**src/rtl/bfloat_pkg.sv**
```systemverilog
// bfloat16 divider shared types and widths.
// Latency: n/a (package only).
// Backpressure: n/a (package only).
package bfloat_pkg;

  localparam int EXP_W  = 8;
  localparam int MAN_W  = 7;
  localparam int BIAS   = 127;
  localparam int WORD_W = 1 + EXP_W + MAN_W;
  // Quotient carries the integer bit, MAN_W fraction bits, guard and one sticky bit.
  localparam int QUO_W  = MAN_W + 3;
  // The remainder must hold mb and one extra bit for the left shift.
  localparam int REM_W  = MAN_W + 2;

  typedef enum logic [1:0] {
    IDLE,
    DIV,
    NORM,
    DONE
  } div_state_t;

  typedef struct packed {
    logic             sign;
    logic [EXP_W-1:0] exp;
    logic [MAN_W-1:0] man;
  } bf16_t;

  typedef struct packed {
    logic div_by_zero;
    logic overflow;
    logic underflow;
  } bf_flags_t;

endpackage

```
**src/rtl/bfloat_mant_div_step.sv**
```systemverilog
// One restoring-division step: compare, conditionally subtract, shift left.
// Latency: combinational.
// Backpressure: none.
// Ports: r (current remainder), mb (divisor mantissa with hidden 1),
//        r_nxt (remainder for the next step), q_bit (quotient bit produced).
module bfloat_mant_div_step
  import bfloat_pkg::*;
(
  input  logic [REM_W-1:0] r,
  input  logic [MAN_W:0]   mb,
  output logic [REM_W-1:0] r_nxt,
  output logic             q_bit
);

  logic [REM_W-1:0] diff;

  always_comb begin
    q_bit = (r >= {1'b0, mb});
    diff  = q_bit ? (r - {1'b0, mb}) : r;
    // After the restore diff < mb, so its MSB is always clear and the shift is lossless.
    r_nxt = diff << 1;
  end

endmodule

```
**src/rtl/bfloat_div.sv**
```systemverilog
// Sequential bfloat16 divider q = a / b, one quotient bit per clock, truncating.
// Latency: 12 edges (accept edge included) for normal operands, 1 for zero operands.
// Backpressure: in_ready only in IDLE; result and flags are held in DONE until out_ready.
// Ports: clk, rst (sync, active-high); in_valid/in_ready with operands a, b;
//        out_valid/out_ready with result q and flags div_by_zero, overflow, underflow.
// Build option: define BFLOAT_DIV_RNE_EN for round-to-nearest-even instead of truncation.
module bfloat_div
  import bfloat_pkg::*;
(
  input  logic              clk,
  input  logic              rst,
  input  logic              in_valid,
  output logic              in_ready,
  input  logic [WORD_W-1:0] a,
  input  logic [WORD_W-1:0] b,
  output logic              out_valid,
  input  logic              out_ready,
  output logic [WORD_W-1:0] q,
  output logic              div_by_zero,
  output logic              overflow,
  output logic              underflow
);

  localparam logic signed [EXP_W+1:0] E_BIAS  = (EXP_W+2)'(BIAS);
  localparam logic signed [EXP_W+1:0] E_MAX   = (EXP_W+2)'((1 << EXP_W) - 1);
  localparam logic signed [EXP_W+1:0] E_ONE   = (EXP_W+2)'(1);
  localparam logic signed [EXP_W+1:0] E_ZERO  = '0;
  localparam logic [3:0]              LAST_IT = 4'(QUO_W - 1);

  div_state_t              state_q, state_d;
  logic                    sign_q, sign_d;
  logic [MAN_W:0]          mb_q, mb_d;
  logic [REM_W-1:0]        r_q, r_d;
  logic [QUO_W-1:0]        quo_q, quo_d;
  logic [3:0]              cnt_q, cnt_d;
  logic signed [EXP_W+1:0] e_q, e_d;
  bf16_t                   res_q, res_d;
  bf_flags_t               flags_q, flags_d;

  bf16_t                   a_bf, b_bf;
  logic [REM_W-1:0]        step_r;
  logic                    step_bit;

  logic [MAN_W-1:0]        man_pre, norm_man;
  logic signed [EXP_W+1:0] e_pre, norm_e;
  bf16_t                   norm_res;
  bf_flags_t               norm_flags;

`ifdef BFLOAT_DIV_RNE_EN
  logic                    guard, sticky;
  logic [MAN_W:0]          man_rnd;
`else
  // Q[0] only feeds rounding, which this build does not do.
  logic                    unused_lsb;
  assign unused_lsb = quo_q[0];
`endif

  assign a_bf = a;
  assign b_bf = b;

  bfloat_mant_div_step u_step (
    .r     (r_q),
    .mb    (mb_q),
    .r_nxt (step_r),
    .q_bit (step_bit)
  );

  // Normalise: the quotient of two [1,2) mantissas lies in (0.5,2).
  always_comb begin
    if (quo_q[QUO_W-1]) begin
      man_pre = quo_q[QUO_W-2:2];
      e_pre   = e_q;
    end else begin
      man_pre = quo_q[QUO_W-3:1];
      e_pre   = e_q - E_ONE;
    end
`ifdef BFLOAT_DIV_RNE_EN
    if (quo_q[QUO_W-1]) begin
      guard  = quo_q[1];
      sticky = quo_q[0] | (|r_q);
    end else begin
      guard  = quo_q[0];
      sticky = |r_q;
    end
    man_rnd = {1'b0, man_pre} + {{MAN_W{1'b0}}, guard & (man_pre[0] | sticky)};
    if (man_rnd[MAN_W]) begin
      norm_man = '0;
      norm_e   = e_pre + E_ONE;
    end else begin
      norm_man = man_rnd[MAN_W-1:0];
      norm_e   = e_pre;
    end
`else
    norm_man = man_pre;
    norm_e   = e_pre;
`endif
  end

  // Range check on the final exponent; zero results are always +0.
  always_comb begin
    norm_res   = '0;
    norm_flags = '0;
    if (norm_e >= E_MAX) begin
      norm_res.sign       = sign_q;
      norm_res.exp        = '1;
      norm_flags.overflow = 1'b1;
    end else if (norm_e <= E_ZERO) begin
      norm_flags.underflow = 1'b1;
    end else begin
      norm_res.sign = sign_q;
      norm_res.exp  = norm_e[EXP_W-1:0];
      norm_res.man  = norm_man;
    end
  end

  always_comb begin
    state_d = state_q;
    sign_d  = sign_q;
    mb_d    = mb_q;
    r_d     = r_q;
    quo_d   = quo_q;
    cnt_d   = cnt_q;
    e_d     = e_q;
    res_d   = res_q;
    flags_d = flags_q;
    case (state_q)
      IDLE: begin
        if (in_valid) begin
          sign_d  = a_bf.sign ^ b_bf.sign;
          mb_d    = {1'b1, b_bf.man};
          r_d     = {1'b0, 1'b1, a_bf.man};
          quo_d   = '0;
          cnt_d   = '0;
          e_d     = $signed({2'b00, a_bf.exp}) - $signed({2'b00, b_bf.exp}) + E_BIAS;
          flags_d = '0;
          // Divisor is checked first so 0/0 reports division by zero.
          if (b_bf.exp == '0) begin
            res_d               = '0;
            res_d.sign          = a_bf.sign ^ b_bf.sign;
            res_d.exp           = '1;
            flags_d.div_by_zero = 1'b1;
            state_d             = DONE;
          end else if (a_bf.exp == '0) begin
            res_d   = '0;
            state_d = DONE;
          end else begin
            state_d = DIV;
          end
        end
      end
      DIV: begin
        r_d   = step_r;
        quo_d = {quo_q[QUO_W-2:0], step_bit};
        cnt_d = cnt_q + 4'd1;
        if (cnt_q == LAST_IT) begin
          state_d = NORM;
        end
      end
      NORM: begin
        e_d     = norm_e;
        res_d   = norm_res;
        flags_d = norm_flags;
        state_d = DONE;
      end
      DONE: begin
        if (out_ready) begin
          state_d = IDLE;
        end
      end
      default: state_d = IDLE;
    endcase
  end

  always_ff @(posedge clk) begin
    if (rst) begin
      state_q <= IDLE;
      sign_q  <= 1'b0;
      mb_q    <= '0;
      r_q     <= '0;
      quo_q   <= '0;
      cnt_q   <= '0;
      e_q     <= '0;
      res_q   <= '0;
      flags_q <= '0;
    end else begin
      state_q <= state_d;
      sign_q  <= sign_d;
      mb_q    <= mb_d;
      r_q     <= r_d;
      quo_q   <= quo_d;
      cnt_q   <= cnt_d;
      e_q     <= e_d;
      res_q   <= res_d;
      flags_q <= flags_d;
    end
  end

  assign in_ready    = (state_q == IDLE);
  assign out_valid   = (state_q == DONE);
  assign q           = res_q;
  assign div_by_zero = flags_q.div_by_zero;
  assign overflow    = flags_q.overflow;
  assign underflow   = flags_q.underflow;

endmodule

```
**config.mk**
```make
export PLATFORM = sky130hd
export DESIGN_NAME = bfloat_div
export DESIGN_NICKNAME = d
export VERILOG_FILES = /design/src/rtl/bfloat_pkg.sv /design/src/rtl/bfloat_mant_div_step.sv /design/src/rtl/bfloat_div.sv
export SDC_FILE = /design/constraint.sdc
export NUM_CORES = 1
export LEC_CHECK = 0
export ABC_AREA = 1
export CORE_UTILIZATION = 51
export CTS_CLUSTER_DIAMETER = 200
export DETAILED_ROUTE_END_ITERATION = 12
export GPL_TIMING_DRIVEN = 0
export PLACE_DENSITY = 0.75
export SKIP_CTS_REPAIR_TIMING = 1
export SYNTH_ARGS = -nofsm -noshare
export SYNTH_HDL_FRONTEND = slang
export SYNTH_SLANG_ARGS = --single-unit
```
**constraint.sdc**
```tcl
create_clock -name clk -period 3.16 [get_ports clk]
set_clock_uncertainty 0.1 [all_clocks]
set_input_delay 0.79 -clock clk [delete_from_list [all_inputs] [get_ports clk]]
set_output_delay 0.79 -clock clk [all_outputs]
set_load 0.005 [all_outputs]
```
Yosys cells after proc, flatten, opt, wreduce, memory -nomap -nowiden
Index checks and enable logic that the tools add are counted.

Output and inout port bits: 21. Word-level logic and storage cells: 70. Flip-flop bits (word level): 63.

Equality and inequality tests: 8. Reductions and logical operators: 10. Order comparisons: 3. Mux-type cells: 30. Add/subtract/negate cells: 5. Bitwise gates (word level): 1.

Operator list (count): $mux 16 (4); $pmux 10 s2 (2); $pmux 16 s2 (1); $mux 10 (3); $mux 9 (2); $pmux 9 s2 (1); $logic_not 8->1 (2); $mux 7 (2); $add 9x8->10 const B (1); $ge 10x9->1 const B (1); $le 10x1->1 const B (1); $mux 2 (5); $sub 10x2->10 const B (1); $ge 9x8->1 (1); $sub 8x8->9 (1); $mux 8 (1); $pmux 2 s4 (1); $pmux 4 s2 (1); $sub 8x8->8 (1); $pmux 3 s2 (1); $reduce_and 2->1 (3); $reduce_and 3->1 (2); $add 4x1->4 const B (1); $eq 2x2->1 const B (2); other kinds (11) (16).

Depth between registers and ports, before layout
Gate-level depths: netlist of the first run.

Depth in word-level cells: 6. Gate-level depth with buffers: 15.

Modules after synthesis
From an unflattened synthesis of the first run, not the netlist that was laid out.

Cell total of the unflattened synthesis: 696. Area, all modules: 4429.2 um^2.

By module, submodules not included: bfloat_div (cells an instance 585, area an instance 3763.6 um^2, sequential area each 1261.2 um^2, times used 1); bfloat_mant_div_step (cells an instance 111, area an instance 665.6 um^2, sequential area each 0.0 um^2, times used 1).

Worst setup path after synthesis of the first run
OpenSTA, ideal clock, no wires.

Kind: input to register. From: input a[7]. To: register e_q[9]. Setup slack: 0.515 ns. Data required time: 2.990 ns. Cell stages on the path: 13. Data arrival time: 2.475 ns. Buffers on the path: 0. Path through: inv_1 > ha_1 > inv_1 > fa_1 > xnor2_1 > nand2_1 > nor2_1 > nand2_1 > nor2_1 > nand3_1 > nand2_1 > nand4_1 > a21oi_1.

Cells in the longest elaborated chain, start to end: 4.

RTL lines: from (decl) (line bfloat_div.sv:14) `input logic [WORD_W-1:0] a,`; $sub 8x8->9 (line bfloat_div.sv:134) `e_d = $signed({2'b00, a_bf.exp}) - $signed({2'b00, b_bf.exp}) + E_BIAS;`; $add 9x8->10 (line bfloat_div.sv:134); $mux 10 (line bfloat_div.sv:128) `if (in_valid) begin`; $pmux 10 s2 (line bfloat_div.sv:126) `case (state_q)`; to (signal assigned) (line bfloat_div.sv:182) `e_q <= '0;`; to (signal assigned) (line bfloat_div.sv:192) `e_q <= e_d;`; to (decl) (line bfloat_div.sv:36) `logic signed [EXP_W+1:0] e_q, e_d;`.

No other way between the ends. The select of a mux whose other input is x is not followed. A chain may end at the register's enable or synchronous reset.

Final worst setup path of the first run
From: input a[7]. To: register e_q[8].

The elaborated chain is that of the path after synthesis.

==> results.cfg, run 1 <==
[setup_path]
required_ps = 3340
cp-start-kind = primary input
cp.arrival_ps = 3070
cp-end-kind = flip-flop
path_max_fanout = 3
critPathKind = primary input to flip-flop

[clock_tree]
clkLatencyLatePin_ps = 350
numCtsBuffers = 9
htreeDepth = 3
cts_tree = yes
cts-root-buf = clkbuf_8
clk_pin_slew_ps = 70
cts_sinks = 63
clockBufferDepth = 2

[final_layout]
antennaDiodeCount = 0
fill_cells = 693
regArea_um2 = 1260
layout-drive-gt1-share_pct = 4.96
area_growth_pct = 22.8
nets = 743
multi_input_area_um2 = 2360

[drt]
num_vias = 4091
routed_wl_um = 10200
drt-pass1-iter-count = 4
viasPerCell = 5.21
detail_route.wirelength.met1_um = 4500
drt_iter0_drc = 205
drc = 0
met3_length_um = 404
top_layer = met4
wl_met2_um = 5150
ant_nets = 0
wl_per_cell_um = 13.0

[pwr]
p_leak_nw = 2.14
peakVddDrop_mv = 0.645
power.density_nw_per_um2 = 896

[floorplan]
die_area_um2 = 8200
die_h_um = 90.6
die_x_um = 90.6
placementRows = 31
start_util_pct = 54.0
io_pins = 57
core_um2 = 7410

[global_route]
grt_pass1_vias = 3941
grt_overflow = 0
grt_pass1_wl_um = 17300
antenna_found_initial = 0
grt_max_degree = 13
grtUsageTotal_pct = 25.9

[synthesis]
synth.cell_area_um2 = 4000
ys_seq_area_share_pct = 31.5
ys_seq_elements = 63
avgSynthCellArea_um2 = 6.51
ys_types = 36
syn_inst = 615
synth_nets = 677
ys_warn_count = 0

[timing]
fmax_mhz = 347
worst_slew_pin_slew_ps = 565
period_share_pct = 91.3
fin_crit_ps = 2880
tns_ps = 0
rsz0062_at_grt = no
relSlewSlack_pct = 62.3
slew_viol_final = 0
hold_ws_ps = 368
hold_viol_final = 0
setup_viol = 0

[place]
dp.final_hpwl_um = 7820
gp_congestion = 0.909
port_buffers = 55

[run_status]
outcome = finished clean

[hold_path]
hold_class = flip-flop to flip-flop

[run]
drv_cap = 0
state kept, by name, indices dropped and copies added, names as in the netlist:
register / count
underflow: 1
quo_q: 10
state_q: 2
cnt_q: 4
overflow: 1
sign_q: 1
div_by_zero: 1
q: 16
mb_q: 8
e_q: 10
r_q: 9
Yosys cell counts:
cell type    n  area share [%]
mux2i_1      1            0.25
inv_1       76             7.1
and2_1       2            0.31
nor2_2       2            0.31
fa_1         2             1.0
a211oi_1     1            0.19
o21a_1       2            0.38
nor3_1       4            0.50
nor2_1      64             6.0
dfxtp_1     63              32
a221oi_1     2            0.44
buf_6        2            0.56
ha_1        24             7.5
a21oi_1     78             9.8
nand2_2      2            0.31
and2_2       1            0.19
nor2_4       1            0.28
buf_2        2            0.25
nor4_1       5            0.78
nand3_2      2            0.50
nand4_1     10             1.6
and3_1       2            0.31
nand3_1     35             4.4
o22ai_1      1            0.16
clkbuf_1    15             1.4
xnor2_1      7             1.5
nand2_4      1            0.28
clkinv_1     1           0.094
or2_2        1            0.16
nand3b_1     4            0.75
a31oi_1      2            0.31
buf_4        2            0.38
o21ai_0     53             6.6
nand2_1    142              13
o21ai_1      1            0.12
xor2_1       2            0.44
layout make-up:
type	count	share of cell area, %
clock inverter	6	1.86
tap	99	2.52
timing repair buffer	55	11.2
inverter	77	5.88
sequential	63	25.7
clock buffer	10	2.80
buffer	21	2.11
multi-input combinational	454	48.0
critical path, cell delays in order:
cell,delay [ps]
clkdlybuf4s50_1,490
inv_1,50
ha_1,180
inv_1,100
fa_1,440
inv_1,70
ha_1,180
nand4_1,120
nor2_1,190
nand3_1,140
nand3_1,100
nand3_1,80
a21oi_1,140
final timing paths:
| check | startpoint | end | slack (ps) | cells after the start |
|---|---|---|---|---|
| max | a[7] | e_q[8] | 280 | 13 |
| min reg2reg | mb_q[5] | mb_q[5] | 370 | 2 |
| min | mb_q[5] | mb_q[5] | 370 | 2 |
| max reg2reg | state_q[0] | quo_q[8] | 750 | 8 |
placed cells by master, fill, tap and decap left out, types with 3 or more instances in the layout:
cell type / count
nor3_1: 4
nand2_1: 142
xnor2_1: 6
nor4_1: 5
o21ai_0: 53
nor2_2: 3
ha_1: 24
nand4_1: 10
a21oi_1: 78
nor2_1: 63
clkdlybuf4s50_1: 55
clkbuf_1: 15
dfxtp_1: 63
nand3b_1: 4
inv_1: 76
clkbuf_8: 10
nand3_1: 35
cells by family after synthesis:
group | Yosys count | synth area share, %
mux | 1 | 0.250
fa+ha+maj | 26 | 8.51
compound gates | 140 | 18.0
xor+xnor | 9 | 1.97
flops | 63 | 31.5
simple gates | 278 | 30.0
buf+inv | 98 | 9.82
report_power, final:
group	internal [mW]	switching [mW]
logic	0.925	1.53
registers	0.993	0.134
clock network	0.471	0.345
stage by stage:
step,setup slack [ps],area (um^2),power [mW],cells,utilization (%)
floorplan,515,4000,2.91,615,-
global placement,-144,4680,3.49,769,63.1
detailed placement,-172,4680,3.56,769,63.1
CTS,192,4900,4.39,785,66.2
global route,54.5,4910,4.80,785,66.3
finish,275,4910,4.40,785,66.3
metal layers:
metal,vias up,global-route usage [%]
met2,54,46.3
met5,-,0
met1,1872,30.5
met4,0,8.87
met3,19,5.22
li1,2146,-
Note: power is estimated with default switching activity, not from simulation.
==> run 2: changes to the inputs <==
- CORE_MARGIN: unset -> 3
- CORE_UTILIZATION: 51 -> 50
- PLACE_DENSITY: 0.75 -> 0.74
==> run 2 against run 1 <==
Critical path depth did not move. Cell area decreased by 0.10%. Global-route usage down 1.6 points. Clock power about the same. Fmax is 0.84% lower. Routed wire length up 2.7%. Hold slack lost 0.62 ps. Largest power group unchanged. Utilization fell by 0.75 points. Combinational power barely moved. Total power decreased by 0.10%. Non-clock buffer count unchanged. Die area rose by 11%. Critical path type unchanged.
==> results.cfg, run 2 (synthesized netlist as in run 1, its figures left out) <==
[floorplan]
die_area_um2 = 9110
placementRows = 31
io_pins = 57
start_util_pct = 53.5
die_x_um = 95.5
core_um2 = 7490
die_h_um = 95.5

[setup_path]
rr_endpoint = q[13]
cp-start-kind = primary input
critPathKind = primary input to flip-flop
worstReg2RegStart = state_q[1]
cp.arrival_ps = 3080
required_ps = 3340
reg2reg_slack_ps = 790
path_max_fanout = 3
endpoint = e_q[9]
rr_worst_depth = 10
cp-end-kind = flip-flop
crit_start = b[7]

[drt]
drt-pass1-iter-count = 5
drc = 0
viasPerCell = 5.26
drt_iter0_drc = 156
routed_wl_um = 10500
ant_nets = 0
wl_per_cell_um = 13.4
num_vias = 4133

[final_layout]
final_cell_area_um2 = 4910
fill_cells = 701
largest_reg_flops = 16
nets = 743
instances_no_fill = 785
final_common_cell = nand2_1
antennaDiodeCount = 0
final_cell_mix = nand2_1, a21oi_1, inv_1
layout-drive-gt1-share_pct = 4.96
area_growth_pct = 22.7
finalCoreUtilization_pct = 65.6

[global_route]
grt_pass1_wl_um = 17700
grt_max_degree = 14
grt_pass1_vias = 3934
grt_overflow = 0
grtUsageTotal_pct = 24.3
antenna_found_initial = 0

[timing]
fin_crit_ps = 2910
slew_viol_final = 0
rsz0062_at_grt = no
period_share_pct = 92.1
hold_viol_final = 0
setup_viol = 0
tns_ps = 0
worst_slew_pin_slew_ps = 573
fmax_mhz = 344
relSlewSlack_pct = 61.8

[pwr]
power.density_nw_per_um2 = 896
peakVddDrop_mv = 0.448
p_leak_nw = 2.14
design_power_total_mw = 4.40

[clock_tree]
numCtsBuffers = 9
cts_sinks = 63
cts_tree = yes
clkLatencyLatePin_ps = 360
htreeDepth = 3
cts-root-buf = clkbuf_8
clockBufferDepth = 2
clk_pin_slew_ps = 80

[run_status]
outcome = finished clean

[run]
drv_cap = 0

[place]
gp_congestion = 0.938
port_buffers = 55
post-place-cells = 769
dpl-instance-area_um2 = 4680
dp.final_hpwl_um = 8050

[hold_path]
hold_class = flip-flop to flip-flop
worstHoldStart = mb_q[6]
[run 2: changes by cell type in the layout (fill, tap and decap cells not counted)]
cell,delta
clkinv_4,-1
inv_6,+2
clkbuf_8,-1
[run 2: per-layer routing]
layer  vias to the layer above  wire (um)  global-route usage [%]
met5                         -          0                       0
met4                         0        116                    5.92
met2                        94       5070                    42.2
met3                        13        493                    5.13
li1                       2147          -                       -
met1                      1879       4820                    30.7
[run 2: worst min path at each step]
stage                           to  slack [ps]  depth (start not counted)
after floorplan            mb_q[2]         340                          2
final                      mb_q[6]         370                          2
after detailed placement   mb_q[6]         360                          2
after global placement    quo_q[0]         350                          2
after global routing       mb_q[6]         390                          2
after CTS                  mb_q[6]         370                          2
[run 2: critical path, stage by stage]
cell             delay, ps
clkdlybuf4s50_1        480
ha_1                   150
inv_1                   70
fa_1                   450
xnor2_2                250
nand2_1                 90
nor2_2                 130
nand2_1                 70
nor2_1                 190
nand3_1                100
nand2_1                 90
nand4_1                 70
a21oi_1                140
[run 2: power by group]
group	internal, mW	leakage, nW	switching [mW]	total (mW)
sequential	0.993	0.516	0.134	1.13
combinational	0.923	1.51	1.53	2.45
clock	0.454	0.115	0.362	0.816
[run 2: final cells by class]
type                            instances  area, um^2  share of cell area (%)
Clock buffer                            9         124                    2.52
Buffer                                 21         104                    2.12
Timing Repair Buffer                   55         551                    11.2
Inverter                               77         289                    5.89
Multi-Input combinational cell        454        2360                    48.0
Sequential cell                        63        1260                    25.7
Tap cell                               99         124                    2.52
Clock inverter                          7         100                    2.04
[run 2: through the flow]
stage               setup WS [ps]  hold slack [ps]
floorplan                     515              335
global placement             -141              353
detailed placement           -172              358
CTS                           165              370
global route                 9.13              387
finish                        251              368
==> run 3: changes to the inputs <==
- CORE_MARGIN: 3 -> unset
- CTS_CLUSTER_DIAMETER: 200 -> unset
==> run 3 against run 2 <==
Register-to-register slack lost 40 ps. First-iteration DRC count decreased by 0.64%. Routed wire length down 4.6%. Highest routed layer unchanged. Utilization decreased by 2.0 points. Cell area about the same.
==> results.cfg, run 3 (synthesized netlist as in run 1, its figures left out) <==
[clock_tree]
numCtsBuffers = 9
clk_pin_slew_ps = 70
cts_tree = yes
htreeDepth = 3
clockBufferDepth = 2
cts-root-buf = clkbuf_8
cts_sinks = 63
clkLatencyLatePin_ps = 360

[final_layout]
multi_input_area_um2 = 2350
final_cell_area_um2 = 4910
nets = 743
fill_cells = 732
antennaDiodeCount = 0
regArea_um2 = 1260
largest_reg_flops = 16
layout-drive-gt1-share_pct = 4.81
final_common_cell = nand2_1
area_growth_pct = 22.7
final_cell_mix = nand2_1, a21oi_1, inv_1
finalCoreUtilization_pct = 63.6

[setup_path]
crit_buf_inv = 2
crit_chain = clkdlybuf4s50_1 > ha_1 > inv_1 > fa_1 > xnor2_2 > nand2_1 > nor2_1 > nand2_1 > nor2_1 > nand3_1 > nand2_1 > nand3_1 > a21oi_1
cp_top_family = simple AND/OR/NAND/NOR gates
path_max_fanout = 3
critPathKind = primary input to flip-flop
cp_slowest_stage_delay_ps = 480
cp.arrival_ps = 3150
cpMaxStageDelayCell = clkdlybuf4s50_1
cp_common_cell = nand2_1
cp-start-kind = primary input
required_ps = 3340
cp-end-kind = flip-flop

[pwr]
peakVddDrop_mv = 0.475
design_power_total_mw = 4.37
p_leak_nw = 2.14
power.density_nw_per_um2 = 891

[floorplan]
die_x_um = 91.5
placementRows = 32
start_util_pct = 51.8
core_um2 = 7730
die_area_um2 = 8360
die_h_um = 91.5
io_pins = 57

[global_route]
grtUsageTotal_pct = 25.3
grt_overflow = 0
grt_max_degree = 14
grt_pass1_vias = 3971
antenna_found_initial = 0
grt_pass1_wl_um = 17100

[timing]
worst_slew_pin_slew_ps = 560
slew_viol_final = 0
period_share_pct = 93.9
relSlewSlack_pct = 62.7
hold_viol_final = 0
setup_viol = 0
rsz0062_at_grt = no
fin_crit_ps = 2970
fmax_mhz = 337

[drt]
drt_iter0_drc = 155
drc = 0
num_vias = 4104
routed_wl_um = 10000
ant_nets = 0
wl_per_cell_um = 12.7
drt-pass1-iter-count = 5
viasPerCell = 5.21

[place]
port_buffers = 55
dp.final_hpwl_um = 7610
dpl-instance-area_um2 = 4680
gp_congestion = 0.932

[run]
drv_cap = 0

[run_status]
outcome = finished clean

[hold_path]
hold_class = flip-flop to flip-flop
## run 3: cell types whose count changed in the layout (fill, tap and decap cells not counted)
cell / before / now
nor2_1: 63 / 64
nor2_2: 3 / 2
## run 3: report_power, final
part | internal (mW) | leakage (nW) | total (mW) | switching (mW)
combinational | 0.922 | 1.51 | 2.42 | 1.50
sequential | 0.993 | 0.516 | 1.13 | 0.135
clock | 0.454 | 0.115 | 0.821 | 0.367
## run 3: routing by layer
layer	up-vias	share of wire (%)	global-route usage [%]
li1	2149	-	-
met1	1863	46	30.2
met2	71	48	43.9
met3	21	3.6	5.53
met4	0	2.4	9.79
met5	-	0	0
## run 3: final timing paths
kind | slack (ps) | startpoint | cells after the start | to
worst min register to register | 370 | underflow | 2 | underflow
worst min-delay path | 370 | underflow | 2 | underflow
worst max-delay path | 190 | b[7] | 13 | e_q[7]
worst max register to register | 750 | state_q[0] | 8 | quo_q[1]
## run 3: worst min-delay path, cell delays in order, from the launching register on
cell and delay (ps):
dfxtp_1 310, nand2_1 60, a21oi_1 60
## run 3: metrics by stage
stage / hold WS [ps] / instances / worst slack (ps) / setup TNS (ps)
after floorplan: 335 / 615 / 515 / 0
after global placement: 353 / 772 / -151 / -426
after detailed placement: 359 / 772 / -205 / -671
after CTS: 372 / 788 / 141 / 0
after global routing: 389 / 788 / 17.3 / 0
final: 369 / 788 / 192 / 0
## run 3: area by class of cell
class / instances / area share (%)
Inverter: 77 / 5.89
Clock inverter: 7 / 2.04
Multi-Input combinational cell: 454 / 47.9
Tap cell: 102 / 2.60
Sequential cell: 63 / 25.7
Clock buffer: 9 / 2.52
Buffer: 21 / 2.11
Timing Repair Buffer: 55 / 11.2
